$ cat src/rtl/seq_detector_param.sv
// seq_detector_param: serial pattern detector with a runtime-loadable pattern and selectable overlap.
// Defining SEQ_DETECTOR_PARAM_COUNT_EN adds a saturating match counter; otherwise match_cnt is tied to 0.
module seq_detector_param #(
  parameter int              PAT_W     = 4,
  parameter logic [PAT_W-1:0] PAT_RESET = 4'b1101,
  parameter int              CNT_W     = 8
) (
  input  logic             clk,
  input  logic             rst,
  input  logic             in,
  input  logic             en,
  input  logic [PAT_W-1:0] pat,
  input  logic             pat_load,
  input  logic             overlap,
  output logic             out,
  output logic [CNT_W-1:0] match_cnt
);
  localparam int FW = $clog2(PAT_W);
  localparam logic [FW-1:0] FULL = FW'(PAT_W - 1);
  typedef enum logic [1:0] {EMPTY, FILLING, ARMED} state_t;
  state_t           state_q, state_d;
  logic [FW-1:0]    fill_q, fill_d;
  logic [PAT_W-2:0] sh_q, sh_d;
  logic [PAT_W-1:0] pat_q, window;
  logic             hit;
  always_comb begin
    window  = {sh_q, in};
    hit     = en && !pat_load && state_q == ARMED && window == pat_q;
    sh_d    = sh_q;
    fill_d  = fill_q;
    if (pat_load) begin
      sh_d   = '0;
      fill_d = '0;
    end else if (en) begin
      sh_d   = window[PAT_W-2:0];
      fill_d = hit ? (overlap ? FULL : '0) : (fill_q == FULL ? FULL : fill_q + FW'(1));
    end
    state_d = fill_d == '0 ? EMPTY : fill_d == FULL ? ARMED : FILLING;
  end
  always_ff @(posedge clk) begin
    if (!rst) begin
      pat_q   <= PAT_RESET;
      sh_q    <= '0;
      fill_q  <= '0;
      state_q <= EMPTY;
      out     <= 1'b0;
    end else begin
      pat_q   <= pat_load ? pat : pat_q;
      sh_q    <= sh_d;
      fill_q  <= fill_d;
      state_q <= state_d;
      out     <= hit;
    end
  end
`ifdef SEQ_DETECTOR_PARAM_COUNT_EN
  logic [CNT_W-1:0] cnt_q;
  always_ff @(posedge clk) begin
    if (!rst) cnt_q <= '0;
    else if (hit && cnt_q != '1) cnt_q <= cnt_q + CNT_W'(1);
  end
  assign match_cnt = cnt_q;
`else
  assign match_cnt = '0;
`endif
endmodule

$ cat config.mk
export PLATFORM = sky130hd
export DESIGN_NAME = seq_detector_param
export DESIGN_NICKNAME = d
export VERILOG_FILES = /design/src/rtl/seq_detector_param.sv
export SDC_FILE = /design/constraint.sdc
export NUM_CORES = 1
export LEC_CHECK = 0
export BUFFER_PORTS_ARGS = -buffer_cell sky130_fd_sc_hd__buf_2
export CORE_AREA = 2 2 39 41
export DETAILED_ROUTE_END_ITERATION = 10
export DIE_AREA = 0 0 41 43
export HOLD_SLACK_MARGIN = 0.15
export PLACE_DENSITY_LB_ADDON = 0.25
export SYNTH_ARGS = -nofsm -noshare
export SYNTH_HDL_FRONTEND = slang
export SYNTH_SLANG_ARGS = --single-unit
$ cat constraint.sdc
create_clock -name clk -period 2.7 [get_ports clk]
set_input_delay 0.27 -clock clk [delete_from_list [all_inputs] [get_ports clk]]
set_output_delay 0.27 -clock clk [all_outputs]
set_load 0.03 [all_outputs]
# Yosys cells after proc, flatten, opt, wreduce, memory -nomap -nowiden
# Index checks and enable logic that the tools add are counted.
# Widths: inputs -> output; s select.
[classes]
n_addsub = 1
n_eq_ne = 4
n_mux = 6
bitwise_logic = 1
n_reduce_logical = 7
[ops]
columns = ["op", "n"]
rows = [
  ["$mux 2", 6],
  ["$eq 2x2->1 const B", 3],
  ["$eq 4x4->1", 1],
  ["$reduce_or 2->1", 2],
  ["$logic_and 1x1->1", 3],
  ["$add 2x1->2 const B", 1],
  ["$logic_not 2->1", 1],
  ["$logic_not 1->1", 1],
  ["$not 1->1", 1],
]
[word_totals]
ff_bits = 12
input_bits = 10
out_inout_bits = 9
elab_cells = 24

# Depth between registers and ports, before layout
# Gate-level depths: netlist (run 1).
[logic_depth]
ltp_word = 9
ltp_mapped = 5
ltp_nobuf = 4

# Worst setup path after synthesis (run 1)
# OpenSTA, ideal clock, no wires.
[synth_path]
path_kind = "flip-flop to flip-flop"
from = "register pat_q[0]"
to = "register fill_q[0]"
setup_ns = 0.122
arrival_time_ns = 1.062
required_ns = 2.578
slack_ns = 1.517
stages_incl_launch_ff = 5
path_buffers = 0
period_less_slack_ns = 1.183
cell_sequence = "dfxtp_1 xor2_1 nor4_4 and2_4 o311a_1"
[synth_between]
elab_chain_cells = 5
[synth_rtl]
columns = ["item", "line", "text"]
rows = [
  ["from (decl)", "24", "logic [PAT_W-1:0] pat_q, window;"],
  ["from (signal assigned)", "48", "pat_q <= pat_load ? pat : pat_q;"],
  ["$eq 4x4->1", "28", "hit = en && !pat_load && state_q == ARMED && window == pat_q;"],
  ["$logic_and 1x1->1", "28", ""],
  ["$mux 2", "36", "fill_d = hit ? (overlap ? FULL : '0) : (fill_q == FULL ? FULL : fill_q + FW'(1));"],
  ["$mux 2", "34", "end else if (en) begin"],
  ["$mux 2", "31", "if (pat_load) begin"],
  ["to (signal assigned)", "50", "fill_q <= fill_d;"],
  ["to (decl)", "22", "logic [FW-1:0] fill_q, fill_d;"],
]
# No other way between the ends.
# A chain may end at the register's enable or synchronous reset.

# Final worst setup path (run 1)
# Same ends and word-level chain as after synthesis.

==> impl_metrics.env, run 1 <==
export IMPL_outcome="finished clean"
export IMPL_cts_tree="yes"
export IMPL_maxCapViolCount=0
export IMPL_max_freq_ghz=0.783
export IMPL_synth_top_family_by_area="simple AND/OR/NAND/NOR gates"
export IMPL_synth_area_um2=612
export IMPL_hp_class="in2reg"
export IMPL_slew_viol_final=0
export IMPL_yosys_warnings=0
export IMPL_finalHoldViolations=0
export IMPL_p_per_area_nw_per_um2=565
export IMPL_synthMuxAreaShare_pct=13.1
export IMPL_synth_xor_area_share_pct=5.73
export IMPL_pin_count=19
export IMPL_hold_ws_ns=0.211
export IMPL_post_dp_hpwl_um=688
export IMPL_synth_top_cell_area_share_pct=39.3
export IMPL_worst_ep_arrival_time_ns=1.44
export IMPL_power_leakage_nw=0.303
export IMPL_critPathKind="reg2reg"
export IMPL_postRouteAntennaNets=0
export IMPL_drive_gt1_share_pct=29.2
export IMPL_drt_iter0_markers=2
export IMPL_post_route_drc_count=0
export IMPL_yosysMostFrequentCell="dfxtp_1"
export IMPL_ys_flop_type="dfxtp_1"
export IMPL_grt_antenna_before_repair=0
export IMPL_slowest_stage="dfxtp_1"
export IMPL_dieArea_um2=1760
export IMPL_layout_min_cycle_time_ns=1.28
export IMPL_rows=14
export IMPL_max_stage_delay_ns=0.36
export IMPL_fillCellCount=141
export IMPL_grt_max_degree=8
export IMPL_synth_seq_cells=12
export IMPL_first_global_vias=349
export IMPL_synth_edff_count=0
export IMPL_final_setup_tns_ns=0
export IMPL_core_um2=1380
export IMPL_syn_inst=61
export IMPL_post_route_period_util_pct=47.3
export IMPL_min_path_cells=3
export IMPL_routed_wl_um=879
export IMPL_end_kind="flip-flop"
export IMPL_via_count=396
export IMPL_path_clk_slew_ns=0.07
export IMPL_cts_resized=0
export IMPL_htree_num_levels=1
export IMPL_synth_compound_area_share_pct=7.36
export IMPL_cp_max_fo=5
export IMPL_skew_ns=0.00415
export IMPL_synth_commonest_cells="dfxtp_1, buf_4, mux2i_1, nand2_1, nor2_1"
export IMPL_gp_congestion=0.681
export IMPL_first_pass_iters=4
export IMPL_routedWlPerCell_um=9.99
export IMPL_synth_simple_area_share_pct=19.8
export IMPL_cts_buffers=3
export IMPL_synth_area_leaders="dfxtp_1, mux2i_1, buf_4"
export IMPL_clk_latency_ns=0.27
export IMPL_ys_types=21
export IMPL_die_h_um=43
export IMPL_grt_usage_pct=12.2
export IMPL_io_buffers=10
export IMPL_numClockSinks=12
export IMPL_crit_chain="xor2_1 -> nor4_4 -> and2_4 -> o311a_1"
export IMPL_area_growth_pct=8.18
export IMPL_yosysSeqAreaShare_pct=39.3
export IMPL_postCtsSetupBuffers=0
export IMPL_die_w_um=41
export IMPL_overflow=0
export IMPL_root_buffer="clkbuf_4"
export IMPL_synth_top_area_cell="dfxtp_1"
export IMPL_vias_per_cell=4.50
export IMPL_grt_pass1_wl_um=1380
export IMPL_synthAdderAreaFrac_pct=0
export IMPL_avgSynthCellArea_um2=10.0
export IMPL_setup_viol=0
export IMPL_r2r_cells=4
export IMPL_peakVddDrop_uv=290
export IMPL_async_flop_share_pct=0
export IMPL_diodes=0
export IMPL_cp_start_kind="flip-flop"
export IMPL_start_util_pct=44.2
export IMPL_rsz0062_at_grt="no"
export IMPL_hold_buffers=0
export IMPL_nNetsFinal=83
export IMPL_critPathRequiredTime_ns=2.86
export IMPL_stdcell_count=88
export IMPL_cts_buffer_depth=2
export IMPL_dp_cells=84
final timing paths:
path | startpoint | to | slack (ns)
max | pat_q[0]$_SDFFE_PN1P_ | fill_q[0]$_SDFF_PN0_ | 1.42
min | pat[0] | pat_q[0]$_SDFFE_PN1P_ | 0.21
max reg2reg | pat_q[0]$_SDFFE_PN1P_ | fill_q[0]$_SDFF_PN0_ | 1.42
min reg2reg | pat_q[2]$_SDFFE_PN1P_ | pat_q[2]$_SDFFE_PN1P_ | 0.50
cell type report:
cell class	count	area, um^2	share of cell area [%]
clock buffers	4	36.3	5.48
flip-flops and latches	12	240	36.3
multi-input cells	45	312	47.1
well taps	16	20.0	3.02
inverters	1	3.75	0.567
repair buffers	10	50.0	7.56
registers in the layout, summed over array words and instances, names as in the netlist:
name and flops:
fill_q 2, sh_q 3, out 1, pat_q 4, state_q 2
where the power goes:
| part | leakage, nW | internal [mW] | total [mW] | switching, mW |
|---|---|---|---|---|
| Sequential | 0.0980 | 0.183 | 0.187 | 0.00417 |
| Combinational | 0.184 | 0.0152 | 0.0463 | 0.0312 |
| Clock | 0.0210 | 0.0820 | 0.141 | 0.0588 |
cells in the final DEF, fill, tap and decap left out, types with 2 or more instances in the layout:
cell | synthesis | routed
clkbuf_4 | 0 | 3
xor2_1 | 4 | 4
a21oi_1 | 2 | 2
nand2_1 | 7 | 7
mux2i_1 | 8 | 8
buf_2 | 0 | 10
dfxtp_1 | 12 | 12
conb_1 | 1 | 8
nor2_1 | 5 | 5
critical path: cells and delay by family, from the launching register on:
kind	cells	cell delay, ns
flops	1	0.36
simple gates	2	0.24
compound gates	1	0.32
xor+xnor	1	0.25
through the flow:
| stage | total power, mW | area, um^2 | utilization, % | setup WS [ns] |
|---|---|---|---|---|
| floorplan | 0.239 | 638 | - | 1.52 |
| global placement | 0.238 | 626 | 45.2 | 1.39 |
| detailed placement | 0.238 | 626 | 45.2 | 1.40 |
| CTS | 0.380 | 662 | 47.8 | 1.41 |
| global route | 0.395 | 662 | 47.8 | 1.29 |
| finish | 0.374 | 662 | 47.8 | 1.42 |
logic make-up (layout without fill, tap and decap cells):
| family | after synthesis | count (layout) |
|---|---|---|
| AO/OA/AOI/OAI | 5 | 5 |
| XOR/XNOR | 4 | 4 |
| buffers and inverters | 11 | 15 |
| flip-flops | 12 | 12 |
| multiplexers | 8 | 8 |
| other | 1 | 8 |
| AND/OR/NAND/NOR | 20 | 20 |
per-layer routing:
metal,vias to the layer above,wire length (um),global-route usage [%]
met5,-,0,0
met4,0,9,4.00
met3,2,68,9.42
met2,12,408,16.3
met1,172,393,14.6
li1,210,-,-
Power figures use the tool's default switching activity.
==> inputs of run 2 (changes only) <==
- CORE_AREA: 2 2 39 41 -> unset
- CORE_UTILIZATION: unset -> 47
- DIE_AREA: 0 0 41 43 -> unset
- clock period: 2.7 -> 1.2 ns (I/O delays scaled with it)
==> run 2 against run 1 <==
Net effect: the run now ends with setup timing left; via count up 22%; critical path depth increased by 1; count of clock-buffer cells in the layout is the same; combinational power rose to 3.2 times the previous value; register-to-register slack worse by 1.5 ns; cell count increased by 16%; global-route usage is 7.8 points higher; die area fell by 18%; worst setup slack got worse by 1.5 ns; final area grew 26%; critical endpoint is now fill_q[1]$_SDFF_PN0_; non-clock buffer count is 16 higher.
==> impl_metrics.env, run 2 (same netlist as run 1, synthesis figures left out) <==
export IMPL_area_growth_pct=36.6
export IMPL_overflow=0
export IMPL_grt_antenna_before_repair=0
export IMPL_maxCapViolCount=0
export IMPL_routed_wl_um=1190
export IMPL_cts_tree="yes"
export IMPL_first_pass_iters=4
export IMPL_core_um2=1160
export IMPL_clk_latency_ns=0.28
export IMPL_io_buffers=10
export IMPL_drive_gt1_share_pct=47.7
export IMPL_layout_min_cycle_time_ns=1.32
export IMPL_grt_pass1_wl_um=1930
export IMPL_regToRegSetupSlack_ns=-0.12
export IMPL_path_clk_slew_ns=0.08
export IMPL_peakVddDrop_uv=749
export IMPL_design_area_um2=836
export IMPL_reg_largest_list="pat_q x4, sh_q x3"
export IMPL_slew_viol_final=0
export IMPL_first_global_vias=490
export IMPL_setup_viol=4
export IMPL_stdcell_count=102
export IMPL_postRouteAntennaNets=0
export IMPL_power_mw=0.902
export IMPL_critPathRequiredTime_ns=1.40
export IMPL_start_util_pct=52.9
export IMPL_outcome="complete, but fails checks"
export IMPL_most_common_layout_cells="buf_2, buf_4, mux2i_1, conb_1"
export IMPL_power_leakage_nw=0.385
export IMPL_post_route_period_util_pct=110
export IMPL_drt_iter0_markers=3
export IMPL_die_w_um=38.1
export IMPL_end_kind="flip-flop"
export IMPL_grt_usage_pct=20.0
export IMPL_post_dp_hpwl_um=748
export IMPL_post_route_drc_count=0
export IMPL_dieArea_um2=1450
export IMPL_rsz0062_at_grt="yes"
export IMPL_final_util_pct=72.3
export IMPL_via_count=484
export IMPL_critPathKind="reg2reg"
export IMPL_rows=12
export IMPL_violations="setup timing"
export IMPL_cts_buffers=3
export IMPL_numClockSinks=12
export IMPL_dp_cells=87
export IMPL_die_h_um=38.1
export IMPL_largest_reg_flops=4
export IMPL_layout_commonest_cell="buf_2"
export IMPL_skew_ns=0.00536
export IMPL_max_freq_ghz=0.759
export IMPL_place_area_um2=661
export IMPL_hold_ws_ns=0.241
export IMPL_worst_ep_arrival_time_ns=1.52
export IMPL_grt_max_degree=8
export IMPL_cp_start_kind="flip-flop"
export IMPL_finalHoldViolations=0
export IMPL_fin_ws_ns=-0.118
export IMPL_nNetsFinal=99
export IMPL_fillCellCount=91
export IMPL_cp_max_fo=4
export IMPL_hp_class="in2reg"
export IMPL_cts_buffer_depth=2
export IMPL_p_per_area_nw_per_um2=1080
export IMPL_htree_num_levels=1
export IMPL_root_buffer="clkbuf_4"
export IMPL_gp_congestion=0.717
export IMPL_vias_per_cell=4.75
export IMPL_diodes=0
export IMPL_regMostFlops="pat_q"
export IMPL_routedWlPerCell_um=11.7
export IMPL_pin_count=19
## run 2: layout make-up
type | instances | area [um^2] | share of cell area (%)
repair buffers | 26 | 188 | 22.5
well taps | 14 | 17.5 | 2.10
inverters | 1 | 3.75 | 0.449
clock buffers | 4 | 36.3 | 4.34
flip-flops and latches | 12 | 249 | 29.8
multi-input cells | 45 | 342 | 40.9
## run 2: critical path: stages, from the launching register on
cell,delay [ns]
dfxtp_2,0.34
xor2_2,0.15
nor4_4,0.30
buf_4,0.19
a21oi_2,0.06
a221oi_2,0.20
## run 2: final timing paths
check,from,end,depth (start not counted)
setup / recovery,pat_q[0]$_SDFFE_PN1P_,fill_q[1]$_SDFF_PN0_,5
hold / removal,pat_load,out$_SDFF_PN0_,3
setup reg to reg,pat_q[0]$_SDFFE_PN1P_,fill_q[1]$_SDFF_PN0_,5
hold reg to reg,pat_q[2]$_SDFFE_PN1P_,pat_q[2]$_SDFFE_PN1P_,2
## run 2: power by group
group | switching [mW] | total [mW] | internal [mW]
logic | 0.0804 | 0.146 | 0.0652
registers | 0.0114 | 0.425 | 0.413
clock network | 0.147 | 0.332 | 0.185
## run 2: routing by layer
| layer | part of all wire (%) | GRT usage [%] | vias up |
|---|---|---|---|
| li1 | - | - | 241 |
| met5 | 0 | 0 | - |
| met2 | 52 | 36.9 | 18 |
| met4 | 0.67 | 10.7 | 0 |
| met1 | 42 | 21.1 | 223 |
| met3 | 4.7 | 3.49 | 2 |
## run 2: what timing repair did
| item | 4_1_cts | 5_1_grt |
|---|---|---|
| pin swaps | 4 | 7 |
| setup buffers | 0 | 4 |
| cloned | 0 | 0 |
| hold buffers | 7 | 0 |
| setup endpoints to repair | 3 | 4 |
| endpoints found under the hold margin | 7 | 0 |
| resized for setup | 5 | 7 |
## run 2: through the flow
step | TNS (ns) | setup slack, ns
after global routing | -0.482 | -0.147
final | -0.306 | -0.118
after floorplan | 0 | 0.0168
after detailed placement | -0.135 | -0.0591
after global placement | -0.0366 | -0.0366
after CTS | -0.138 | -0.0526
